[src/rtl/seq_divider.sv]
// ----------------------------------------------------------------------------
// seq_divider
//   Sequential 8-bit signed divider built on a restoring, one-bit-per-cycle
//   core. It works on operand magnitudes and applies the signs afterwards, so
//   the quotient truncates toward zero and the remainder takes the sign of the
//   dividend.
//
//   Timing of an accepted start (edge E0):
//     b != 0 : CALC on E1..E8, FIX on E9, done in the 10th cycle after E0.
//     b == 0 : straight to DONE; done in the cycle after E0.
//
// Ports
//   clk    in   rising-edge clock
//   rst    in   synchronous, active-high reset
//   start  in   request pulse, sampled only in IDLE
//   a      in   [7:0] signed dividend, captured on the accepted start edge
//   b      in   [7:0] signed divisor, captured on the accepted start edge
//   quot   out  [7:0] signed quotient (registered)
//   rem    out  [7:0] signed remainder (registered)
//   busy   out  high in CALC and FIX
//   done   out  one-cycle pulse; results are valid from this cycle onward
//   dbz    out  divide-by-zero flag (registered)
//   ovf    out  quotient overflow flag, set only for -128 / -1 (registered)
// ----------------------------------------------------------------------------
module seq_divider (
    input  logic       clk,
    input  logic       rst,
    input  logic       start,
    input  logic [7:0] a,
    input  logic [7:0] b,
    output logic [7:0] quot,
    output logic [7:0] rem,
    output logic       busy,
    output logic       done,
    output logic       dbz,
    output logic       ovf
);

    typedef enum logic [1:0] {IDLE, CALC, FIX, DONE} state_t;

    state_t      state, state_next;

    logic [7:0]  b_mag;      // |b|
    logic        a_neg;      // sign of the captured dividend
    logic        b_neg;      // sign of the captured divisor
    logic        ovf_pend;   // -128 / -1 seen at capture, published in FIX
    logic [3:0]  cnt;        // restoring-step counter
    logic [8:0]  r_part;     // partial remainder
    logic [7:0]  q_part;     // quotient bits; starts out holding |a|

    // Magnitudes of the live inputs. |-128| = 0x80 still fits as unsigned.
    logic [7:0]  a_abs, b_abs;
    assign a_abs = a[7] ? 8'(~a + 8'd1) : a;
    assign b_abs = b[7] ? 8'(~b + 8'd1) : b;

    // One restoring step: shift {R,Q} left, trial-subtract |b|.
    logic [8:0]  r_shift, r_sub;
    logic        r_ge;
    assign r_shift = {r_part[7:0], q_part[7]};
    assign r_ge    = (r_shift >= {1'b0, b_mag});
    assign r_sub   = r_shift - {1'b0, b_mag};

    // NOTE: sequential state uses non-blocking assignments so every register
    // samples the pre-edge values, independent of statement order.
    always_ff @(posedge clk) begin
        if (rst) state <= IDLE;
        else     state <= state_next;
    end

    // NOTE: every output of this block is given a default first, so no path
    // leaves a signal unassigned and no latch is inferred.
    always_comb begin
        state_next = state;
        busy       = 1'b0;
        done       = 1'b0;
        unique case (state)
            IDLE: begin
                if (start) state_next = (b == 8'd0) ? DONE : CALC;
            end
            CALC: begin
                busy = 1'b1;
                if (cnt == 4'd7) state_next = FIX;
            end
            FIX: begin
                busy       = 1'b1;
                state_next = DONE;
            end
            DONE: begin
                done       = 1'b1;
                state_next = IDLE;
            end
            default: state_next = IDLE;
        endcase
    end

    // Datapath. Results only change on the FIX edge or on a divide-by-zero
    // acceptance, so they hold steady between operations.
    // NOTE: the datapath is reset along with the FSM; it is a handful of flops,
    // not a memory, and the outputs must read zero out of reset.
    always_ff @(posedge clk) begin
        if (rst) begin
            b_mag    <= 8'd0;
            a_neg    <= 1'b0;
            b_neg    <= 1'b0;
            ovf_pend <= 1'b0;
            cnt      <= 4'd0;
            r_part   <= 9'd0;
            q_part   <= 8'd0;
            quot     <= 8'd0;
            rem      <= 8'd0;
            dbz      <= 1'b0;
            ovf      <= 1'b0;
        end else begin
            unique case (state)
                IDLE: begin
                    if (start) begin
                        if (b == 8'd0) begin
                            quot <= 8'd0;
                            rem  <= a;
                            dbz  <= 1'b1;
                            ovf  <= 1'b0;
                        end else begin
                            b_mag    <= b_abs;
                            a_neg    <= a[7];
                            b_neg    <= b[7];
                            ovf_pend <= (a == 8'h80) && (b == 8'hFF);
                            cnt      <= 4'd0;
                            r_part   <= 9'd0;
                            q_part   <= a_abs;
                        end
                    end
                end
                CALC: begin
                    r_part <= r_ge ? r_sub : r_shift;
                    q_part <= {q_part[6:0], r_ge};
                    cnt    <= cnt + 4'd1;
                end
                FIX: begin
                    // -128 / -1 yields magnitude 128 with equal signs, which
                    // is already the required 0x80 pattern.
                    quot <= (a_neg ^ b_neg) ? 8'(-q_part) : q_part;
                    rem  <= a_neg ? 8'(-r_part[7:0]) : r_part[7:0];
                    dbz  <= 1'b0;
                    ovf  <= ovf_pend;
                end
                default: ;
            endcase
        end
    end

endmodule

[config.mk]
export PLATFORM = sky130hd
export DESIGN_NAME = seq_divider
export DESIGN_NICKNAME = d
export VERILOG_FILES = /design/src/rtl/seq_divider.sv
export SDC_FILE = /design/constraint.sdc
export NUM_CORES = 1
export LEC_CHECK = 0
export CAP_MARGIN = 15
export CELL_PAD_IN_SITES_DETAIL_PLACEMENT = 1
export CELL_PAD_IN_SITES_GLOBAL_PLACEMENT = 2
export CORE_MARGIN = 3
export CORE_UTILIZATION = 36
export CTS_CLUSTER_DIAMETER = 50
export DETAILED_ROUTE_END_ITERATION = 12
export GPL_TIMING_DRIVEN = 0
export PLACE_DENSITY_LB_ADDON = 0.1
export RECOVER_POWER = 100
export SLEW_MARGIN = 20
export SYNTH_ARGS = -nofsm -noshare
export SYNTH_HDL_FRONTEND = slang
export SYNTH_SLANG_ARGS = --single-unit
[constraint.sdc]
create_clock -name clk -period 3.5 [get_ports clk]
set_clock_uncertainty 0.05 [all_clocks]
set_input_delay 1.05 -clock clk [delete_from_list [all_inputs] [get_ports clk]]
set_output_delay 1.05 -clock clk [all_outputs]
set_load 0.005 [all_outputs]
== Word-level counts from Yosys, hierarchy flattened ==
Cells that the tools add are included.

* Add/sub/neg operators: 6
* Reduce and logical (&&, ||, !) cells: 10
* Magnitude comparators: 1
* Eq/ne operators: 10
* Mux-type cells: 32
* Bitwise operators: 4

{| class="wikitable"
|+ Operators by type and width
! operator !! count
|-
| 8-bit 2-to-1 mux || 13
|-
| 8-bit case mux with 2 select lines || 4
|-
| 8-bit by 1-bit adder with 8-bit output, second input constant || 2
|-
| 8-bit equality test, second input constant || 2
|-
| 8-bit negator || 2
|-
| 8-bit NOT || 2
|-
| 9-bit by 8-bit greater-or-equal comparator with 1-bit output || 1
|-
| 3-bit AND reduction || 3
|-
| 8-bit zero test || 1
|-
| 4-bit 2-to-1 mux || 2
|-
| 2-bit != test, second input constant || 4
|-
| 2-bit case mux with 4 select lines || 1
|-
| 4-bit case mux with 2 select lines || 1
|-
| 8-bit subtractor || 1
|-
| 1-bit 2-to-1 mux || 6
|-
| 2-bit 2-to-1 mux || 3
|-
| 4-bit by 1-bit adder with 4-bit output, second input constant || 1
|-
| 2-bit equality test, second input constant || 2
|-
| 4-bit by 3-bit equality test with 1-bit output, second input constant || 1
|-
| 1-bit case mux with 2 select lines || 2
|-
| 2-bit nonzero test || 2
|-
| 2-bit by 1-bit equality test with 1-bit output, second input constant || 1
|-
| 2-bit zero test || 1
|-
| 2-bit AND reduction || 1
|-
| 4 further kinds || 4
|}

* Word-level logic and storage cells: 75
* Input bits: 19
* Output and inout bits: 20
* Bits in registers: 51

== Depth between registers and ports, before layout ==
* Depth in word-level cells: 6
* Mapped depth: 9
* Mapped depth without buffers: 9

== Worst setup path before layout ==
No wires, ideal clock.

* Path kind: input to register
* Start point: input port b[0]
* End point: register r_part[5]
* Library setup time: 0.122 ns
* Path buffers: 0
* Cell stages on the path: 7
* Required time: 3.328 ns
* Path slack: 0.922 ns
* Arrival: 2.406 ns
* Cells stage by stage: inv_1 > ha_1 > nor3b_2 > a21o_4 > a211oi_1 > and3_1 > a221o_1

* Word-level cells in the longest chain between the ends: 3

{| class="wikitable"
|+ Ends and longest elaborated chain
! element !! RTL line !! source
|-
| start, declared || 30 || <nowiki>input logic [7:0] b,</nowiki>
|-
| 8-bit zero test || 117 || <nowiki>if (b == 8'd0) begin</nowiki>
|-
| 2-bit != test (no source line) || -- ||
|-
| 3-bit AND reduction (no source line) || -- ||
|-
| end signal, assigned || 134 || <nowiki>r_part <= r_ge ? r_sub : r_shift;</nowiki>
|-
| end, declared || 48 || <nowiki>logic [8:0] r_part;</nowiki>
|}

No other way between the ends.
A chain may end at the register's enable or synchronous reset.

== Final worst setup path ==
Ends and elaborated chain as after synthesis.

==> run_results.csv <==
group,metric,value,unit
worst_setup_path,crit_end,"r_part[5]",
route,ant_nets,0,
place,dp_slack,-0.152,ns
place,dpl.hpwl,7450,um
worst_setup_path,r2r_end,"r_part[5]",
global_route,grt_pass1_vias,2919,
yosys,yosysUniqueCellTypes,52,
worst_setup_path,cpMaxStageDelayCell,"a211oi_1",
clock_tree,cts.clk_slew.worst_paths,0.09,ns
clock_tree,ctsResizeCount,0,
clock_tree,postCtsSetupBuffers,0,
yosys,synth.avg_cell_area,8.00,um2
sta,fmax,0.297,GHz
sta,setup_ws,0.132,ns
yosys,async_flop_share,0,
worst_setup_path,worstPathRequired,3.71,ns
worst_setup_path,r2r_slack,0.97,ns
die,die_w,101,um
run_status,status,"completed",
yosys,syn_inst,410,
place,io_buffer_count,35,
final_layout,layout-drive-gt1-share,0.0574,
yosys,synth_mux_area_frac,0.0340,
route,drt_iter0_drc,93,
route,wl_per_cell,17.2,um
clock_tree,hold_buffers,0,
sta,finalHoldViolations,0,
yosys,synth-simple-area-share,0.198,
clock_tree,h-tree-depth,2,
sta,holdWs,0.402,ns
yosys,synth_top_family_by_area,"compound AO/OA/AOI/OAI gates",
worst_setup_path,start_kind,"primary input",
worst_setup_path,critPathMaxFanout,8,
worst_setup_path,rr_worst_depth,7,
yosys,yosysTopAreaCellShare,0.311,
yosys,synth_top_area_cell,"dfxtp_1",
yosys,synthesis.nets,449,
route,vias,3051,
clock_tree,clock-sinks,51,
final_layout,syn2layout_area_growth,16.8,%
die,start_util,0.372,
yosys,seq_area_frac_synth,0.311,
yosys,syn_area,3280,um2
final_layout,antenna_cells,0,
worst_setup_path,arrival,3.57,ns
clock_tree,cts-root-buf,"clkbuf_8",
place,gp_congestion,0.837,
route,dr.pass1.iters,4,
sta,slew_headroom,0.408,
pwr,vdd_drop_max,0.360,mV
die,core-area,8810,um2
yosys,ys_seq_elements,51,
pwr,p_leak,1.48,nW
worst_setup_path,crit_cells,8,
global_route,antenna_found_initial,0,
die,die_height,101,um
die,dieArea,10300,um2
global_route,grt_usage,0.194,
pwr,power_density,674,nW/um2
final_layout,final_nets,491,
yosys,yosys.area_share.xor_xnor,0.0721,
clock_tree,cts_tree,"done",
worst_setup_path,crit_path_end_kind,"flop",
sta,setup_viol,0,
yosys,synthAdderAreaFrac,0.0786,
route,finalWirelength,9650,um
sta,timing.final.crit_share,0.962,
yosys,synthTopCellsByArea,"dfxtp_1 31%, ha_1 7.2%, a21oi_1 6.9%",
pwr,power,2.58,mW
die,io-pin-count,39,
worst_setup_path,worst-path-buf-inv,2,
yosys,synth-edff-count,0,
hold_path,min_path_type,"reg2reg",
flow_run,maxCapViolations,0,
sta,grt_setup_unrepaired,"false",
route,drcViolationCount,0,
clock_tree,numCtsBuffers,5,
yosys,yosysWarnings,0,
worst_setup_path,criticalPathCategory,"in2reg",
die,rows,34,
worst_setup_path,path_delay_family,"compound AO/OA/AOI/OAI gates",
worst_setup_path,crit_chain,"clkdlybuf4s50_1 -> inv_1 -> ha_1 -> nor3b_2 -> a21o_4 -> a211oi_1 -> and3_1 -> a221o_1",
worst_setup_path,r2r_start,"state[1]",
yosys,synth_compound_gate_area_share,0.242,
route,viasPerCell,5.44,
clock_tree,clockBufferDepth,2,
worst_setup_path,critPathMaxStageDelay,0.76,ns
worst_setup_path,startpoint,"b[0]",
sta,drv_slew,0,
final_layout,fin_cells,561,
final_layout,fillCellCount,1090,
sta,tightest_slew,0.882,ns
global_route,grt_max_degree,16,
global_route,grt_first_pass_wirelength,15700,um
global_route,grt.overflow.total,0,
sta,period_needed,3.37,ns
clock_tree,worstSkewPairLatency,0.31,ns
place,place_inst,553,
yosys,ys.flop_type,"dfxtp_1",
## sequential cells by signal, indices dropped and copies added, names as in the netlist
signal / flops
b_mag: 8
q_part: 8
quot: 8
r_part: 8
rem: 8
cnt: 4
state: 2
a_neg: 1
b_neg: 1
dbz: 1
ovf: 1
ovf_pend: 1
## layer usage
metal | wire, um | track usage | share of wire | vias up
li1 | - | - | - | 1530
met1 | 4940 | 0.284 | 0.51 | 1457
met2 | 4270 | 0.295 | 0.44 | 54
met3 | 319 | 0.0317 | 0.033 | 10
met4 | 122 | 0.0491 | 0.013 | 0
met5 | 0 | 0 | 0 | -
## placed cells by master, fill, tap and decap left out, types with 4 or more instances in the layout
cell | Yosys | final
a211o_1 | 5 | 5
a211oi_1 | 15 | 15
a21boi_0 | 6 | 6
a21oi_1 | 45 | 46
buf_2 | 6 | 5
clkbuf_1 | 14 | 16
clkbuf_8 | 0 | 6
clkdlybuf4s50_1 | 0 | 14
dfxtp_1 | 51 | 51
dlygate4sd3_1 | 0 | 21
ha_1 | 19 | 19
inv_1 | 26 | 26
mux2i_1 | 10 | 10
nand2_1 | 45 | 45
nand2b_1 | 4 | 4
nand3_1 | 19 | 19
nand4_1 | 4 | 4
nor2_1 | 36 | 36
nor2b_1 | 8 | 8
nor4_1 | 6 | 6
o211ai_1 | 7 | 7
o21ai_0 | 12 | 12
o31ai_1 | 6 | 6
xnor2_1 | 14 | 14
xor2_1 | 13 | 13
## cell usage after synthesis, types with 6 or more instances
master    count
inv_1        26
o211ai_1      7
nor2b_1       8
nand3_1      19
dfxtp_1      51
nor2_1       36
buf_2         6
clkbuf_1     14
o21ai_0      12
ha_1         19
mux2i_1      10
nor4_1        6
a21oi_1      45
xnor2_1      14
o31ai_1       6
a211oi_1     15
a21boi_0      6
nand2_1      45
xor2_1       13
## logic make-up after synthesis
| group | count (synthesis) |
|---|---|
| AO/OA/AOI/OAI | 116 |
| XOR/XNOR | 27 |
| adder cells (fa/ha/maj) | 20 |
| buffers and inverters | 49 |
| flip-flops | 51 |
| multiplexers | 11 |
| AND/OR/NAND/NOR | 136 |
## area by class of cell
type / count / area, um2 / area share
Multi-Input combinational cell: 310 / 2030 / 0.531
Sequential cell: 51 / 1020 / 0.266
Timing Repair Buffer: 35 / 350 / 0.0914
Tap cell: 108 / 135 / 0.0353
Buffer: 23 / 98.8 / 0.0258
Inverter: 26 / 97.6 / 0.0255
Clock buffer: 7 / 86.3 / 0.0225
Clock inverter: 1 / 8.76 / 0.00229
## where the power goes
part	internal, mW	leakage (nW)	switching, mW
Combinational	0.554	1.01	0.865
Sequential	0.684	0.414	0.109
Clock	0.163	0.0484	0.209
Total	1.40	1.48	1.18
## worst min-delay path by stage
stage / start / to / slack [ns] / cells past startpoint
6_report: quot[7] / quot[7] / 0.40 / 2
5_1_grt: rem[1] / rem[1] / 0.42 / 2
4_1_cts: quot[7] / quot[7] / 0.41 / 2
3_5_place_dp: quot[7] / quot[7] / 0.39 / 2
3_3_place_gp: rem[4] / rem[4] / 0.39 / 2
2_1_floorplan: b_mag[0] / b_mag[0] / 0.39 / 2
## worst register-to-register path, delay by kind of cell, from the launching register on
family | cells | cell delay, ns
AOI/OAI and AO/OA | 2 | 0.84
buffers and inverters | 3 | 0.76
DFF | 1 | 0.36
and+or+nand+nor | 1 | 0.27
adders and majority gates | 1 | 0.18
## through the flow
step	util	TNS, ns	instance area (um2)
6_report	0.435	0	3830
5_1_grt	0.435	0	3830
4_1_cts	0.438	0	3860
3_5_place_dp	0.428	-0.408	3760
3_3_place_gp	0.428	-0.600	3760
2_1_floorplan	-	0	3280
Note: power is estimated with default switching activity, not from simulation.
